==> src/rtl/pearson_byte_arbiter.sv <==
// Round-robin, message-locked arbiter that feeds the Pearson hash core through an 8:1 byte mux.
// Define ARB_TIMEOUT_EN to force-release a grant whose owner stalls for TIMEOUT cycles.

module pearson_byte_mux8 #(
  parameter int NREQ = 8,
  parameter int DW   = 8,
  parameter int SW   = 3
) (
  input  logic [NREQ*DW-1:0] data_in,
  input  logic [SW-1:0]      sel,
  input  logic               en,
  output logic [DW-1:0]      data_out
);

  assign data_out = en ? data_in[sel*DW +: DW] : '0;

endmodule

module pearson_byte_arbiter #(
  parameter int NREQ    = 8,
  parameter int DW      = 8,
  parameter int TIMEOUT = 16
) (
  input  logic               clk,
  input  logic               rst,
  input  logic [NREQ-1:0]    req,
  input  logic [NREQ-1:0]    last,
  input  logic [NREQ*DW-1:0] data_in,
  output logic [NREQ-1:0]    ack,
  output logic [2:0]         mux_sel,
  output logic               mux_en,
  output logic [DW-1:0]      out_data,
  output logic               out_valid,
  output logic               out_last,
  input  logic               out_ready,
  output logic               busy,
  output logic               timeout
);

  localparam int SW = $clog2(NREQ);

  typedef enum logic {
    IDLE = 1'b0,
    BUSY = 1'b1
  } state_t;

  state_t        state_q, state_d;
  logic [SW-1:0] ptr_q, ptr_d;
  logic [SW-1:0] owner_q, owner_d;
  logic [SW-1:0] pick;
  logic [SW-1:0] cand;
  logic          found;
  logic          owner_req;
  logic          owner_last;
  logic          xfer;
  logic          expire;

  assign owner_req  = req[owner_q];
  assign owner_last = last[owner_q];
  assign busy       = (state_q == BUSY);
  assign mux_en     = busy;
  assign mux_sel    = busy ? owner_q : '0;

  // A byte is never offered while reset is asserted, so an aborted message gets no ack.
  assign out_valid  = busy & owner_req & ~rst;
  assign out_last   = out_valid & owner_last;
  assign xfer       = out_valid & out_ready;
  assign ack        = xfer ? (NREQ'(1) << owner_q) : '0;

  pearson_byte_mux8 #(
    .NREQ (NREQ),
    .DW   (DW),
    .SW   (SW)
  ) u_mux (
    .data_in  (data_in),
    .sel      (mux_sel),
    .en       (mux_en),
    .data_out (out_data)
  );

  // Rotating-priority pick: first requester at or after ptr, wrapping modulo NREQ.
  always_comb begin
    pick  = ptr_q;
    cand  = '0;
    found = 1'b0;
    for (int k = 0; k < NREQ; k++) begin
      cand = ptr_q + SW'(k);
      if (!found && req[cand]) begin
        pick  = cand;
        found = 1'b1;
      end
    end
  end

`ifdef ARB_TIMEOUT_EN
  localparam int CW = $clog2(TIMEOUT + 1);

  logic [CW-1:0] stall_cnt_q;

  assign expire  = busy & ~owner_req & ~rst & (stall_cnt_q == CW'(TIMEOUT - 1));
  assign timeout = expire;

  always_ff @(posedge clk) begin
    if (rst || !busy || owner_req || expire) begin
      stall_cnt_q <= '0;
    end else begin
      stall_cnt_q <= stall_cnt_q + CW'(1);
    end
  end
`else
  assign expire  = 1'b0;
  assign timeout = 1'b0 && (TIMEOUT > 0);
`endif

  always_comb begin
    state_d = state_q;
    ptr_d   = ptr_q;
    owner_d = owner_q;
    case (state_q)
      IDLE: begin
        if (req != '0) begin
          owner_d = pick;
          state_d = BUSY;
        end
      end
      BUSY: begin
        // Priority moves past the owner whether it finished or was forced out.
        if ((xfer && owner_last) || expire) begin
          ptr_d   = owner_q + SW'(1);
          state_d = IDLE;
        end
      end
      default: state_d = IDLE;
    endcase
  end

  always_ff @(posedge clk) begin
    if (rst) begin
      state_q <= IDLE;
      ptr_q   <= '0;
      owner_q <= '0;
    end else begin
      state_q <= state_d;
      ptr_q   <= ptr_d;
      owner_q <= owner_d;
    end
  end

endmodule

==> config.mk <==
export PLATFORM = sky130hd
export DESIGN_NAME = pearson_byte_arbiter
export DESIGN_NICKNAME = d
export VERILOG_FILES = /design/src/rtl/pearson_byte_arbiter.sv
export SDC_FILE = /design/constraint.sdc
export NUM_CORES = 1
export LEC_CHECK = 0
export ABC_AREA = 1
export ABC_CLOCK_PERIOD_IN_PS = 4900
export BUFFER_PORTS_ARGS = -buffer_cell sky130_fd_sc_hd__buf_2
export CAP_MARGIN = 20
export CORE_ASPECT_RATIO = 0.8
export CORE_MARGIN = 5
export CORE_UTILIZATION = 45
export DETAILED_ROUTE_END_ITERATION = 6
export GPL_ROUTABILITY_DRIVEN = 0
export HOLD_SLACK_MARGIN = 0.1
export PLACE_DENSITY = 0.8
export SETUP_SLACK_MARGIN = 0.3
export SYNTH_ARGS = -nofsm -noshare
export SYNTH_HDL_FRONTEND = slang
export SYNTH_HIERARCHICAL = 1
export SYNTH_SLANG_ARGS = --single-unit
==> constraint.sdc <==
create_clock -name clk -period 4.9 [get_ports clk]
set_input_delay 0.49 -clock clk [delete_from_list [all_inputs] [get_ports clk]]
set_output_delay 0.49 -clock clk [all_outputs]
set_load 0.005 [all_outputs]
==> results_dict.tcl <==
set metrics [dict create \
    avgViaCountPerCell 4.90 \
    grt_pass1_wl_mm 10.8 \
    cts-root-buf "clkbuf_8" \
    netlist.top_cell.by_area "nand2_1" \
    ctsHoldBuffers 0 \
    synth_most_common_cell "nand2_1" \
    sequentialPowerShare 0.186 \
    rows 23 \
    wl_per_cell_um 11.3 \
    die_y_um 73.0 \
    path_max_fanout 34 \
    antennaDiodeCount 0 \
    hold_class "in -> reg" \
    drive_above_1_share 0.240 \
    numCtsBuffers 3 \
    skew_ns 0.000545 \
    synth-seq-area-share 0.0627 \
    min_period_ns 3.17 \
    io_pins 107 \
    power_uw 431 \
    dp_hpwl_mm 5.53 \
    core_um2 4920 \
    pre_cts_slack_ns 1.98 \
    io_buffer_count 105 \
    clk_transition_reported_paths_ns 0.04 \
    cts_setup_buffers 0 \
    finalNetCount 634 \
    synth_seq_cells 7 \
    setup_viol 0 \
    synth_top_area_share 0.264 \
    areaGrowthSynthToFinish_pct 21.8 \
    start_util 0.454 \
    drc_errors 0 \
    post_synth_main_area_contributors "nand2_1 26%, nand3_1 16%, inv_1 16%" \
    synth_common_cells "157 x nand2_1, 93 x inv_1, 71 x nand3_1" \
    run_status "complete, no violations" \
    p_sw_uw 207 \
    drv_cap 0 \
    firstDrtPassIters 5 \
    tightest_slew_ns 0.989 \
    slew_headroom 0.340 \
    fmax_ghz 0.315 \
    hold_violations 0 \
    crit_path_end_kind "primary output" \
    drt_wl_total_mm 6.80 \
    rsz0062_at_grt "false" \
    avgSynthCellArea_um2 4.92 \
    synthCells 454 \
    crit_type "reg -> out" \
    critPathRequiredTime_ns 4.41 \
    synth.yosys.warnings 6 \
    powerDensity_nw_per_um2 158 \
    cp-start-kind "register" \
    fp.dieW_um 88.8 \
    yosys_most_used_dff "dfxtp_1" \
    cts_resized 0 \
    min_period_over_period 0.648 \
    drv_slew 0 \
    leakagePower_nw 1.76 \
    pwr-share-comb 0.625 \
    ys_types 36 \
    final.setup.tns_ns 0 \
    synth_area_um2 2240 \
    grt_max_degree 35 \
    dieArea_um2 6490 \
    drtAntennaViolNets 0 \
    synth_edf_count 0 \
    nFillCells 516 \
    cts_tree "yes" \
    clock-sinks 7 \
    grt_pass1_vias 2583 \
    drt_iter0_drc 161 \
    netSwitchingFraction 0.480 \
    htreeDepth 1 \
    clockBufferDepth 2 \
    clkLatencyLatePin_ns 0.23 \
    clock_power_share 0.189 \
    antenna_found_initial 0 \
    cellInternalPower_uw 224 \
    grt-ovfl-total 0 \
    cp.arrival_ns 2.68 \
    grt_usage 0.199 \
    fin_ws_ns 1.73 \
    peakVddDrop_v 0.000131 \
    vias 2958 \
    async_flop_share 0 \
    syn_nets 545 \
]
cell families (layout without fill, tap and decap cells):
logic type,after synthesis,in the layout,share of synthesized area
AND/OR/NAND/NOR,277,277,0.533
buffers and inverters,122,210,0.243
AO/OA/AOI/OAI,33,33,0.0839
adder cells (fa/ha/maj),8,8,0.0448
flip-flops,7,7,0.0627
XOR/XNOR,6,6,0.0302
other,1,1,0.00168
registers in the layout (all words and copies together), names as in the netlist:
| register | cells |
|---|---|
| ptr_q | 3 |
| owner_q | 3 |
| busy | 1 |
path summary, 6_finish.rpt:
check	start	end	slack, ns	cells after the start
max	busy	out_data[0]	1.73	9
min	rst	owner_q[2]	0.49	2
max reg2reg	ptr_q[0]	owner_q[0]	2.16	18
min reg2reg	owner_q[1]	owner_q[1]	0.57	2
per-stage QoR:
stage	hold slack (ns)	cell area [µm²]	utilization	std cells
after global placement	0.556	2680	0.544	600
after floorplan	0.504	2240	-	454
after detailed placement	0.563	2680	0.544	600
final	0.490	2720	0.553	604
after CTS	0.490	2720	0.553	604
after global routing	0.503	2720	0.553	604
worst max-delay path: stages (launching register included):
cell and delay [ns]:
dfxtp_1 0.66, nand2_1 0.10, inv_1 0.73, inv_4 0.30
nand2_1 0.14, nand3_1 0.08, nand3_1 0.12, nand2_1 0.06
nor2_1 0.12, buf_2 0.12
power groups by stage:
| stage | Clock [mW] | Combinational [mW] | Sequential [mW] |
|---|---|---|---|
| floorplan | 0 | 0.205 | 0.0691 |
| global placement | 0 | 0.263 | 0.0808 |
| detailed placement | 0 | 0.266 | 0.0811 |
| CTS | 0.0819 | 0.267 | 0.0799 |
| global route | 0.0863 | 0.307 | 0.0827 |
| finish | 0.0815 | 0.269 | 0.0804 |
layer usage:
metal  routed length (µm)  global-route usage  vias up  part of all wire
met2                 3060               0.339      124              0.45
met4                   38              0.0302        0            0.0056
li1                     -                   -     1548                 -
met5                    0                   0        -                 0
met3                  750              0.0429        6              0.11
met1                 2950               0.263     1280              0.43
cell usage in the layout (no fill, tap or decap), types with 6 or more instances in the layout:
cell	count
a21oi_1	14
buf_2	105
dfxtp_1	7
ha_1	8
inv_1	93
nand2_1	157
nand3_1	71
nor2_1	28
nor3_1	6
o21ai_0	8
cell type report:
cell class / instances / area [µm²] / area share
Sequential cell: 7 / 140 / 0.0515
Multi-Input combinational cell: 325 / 1550 / 0.570
Inverter: 101 / 383 / 0.141
Timing Repair Buffer: 105 / 526 / 0.193
Clock buffer: 4 / 45.0 / 0.0165
Tap cell: 62 / 77.6 / 0.0285
Note: power is estimated with default switching activity, not from simulation.
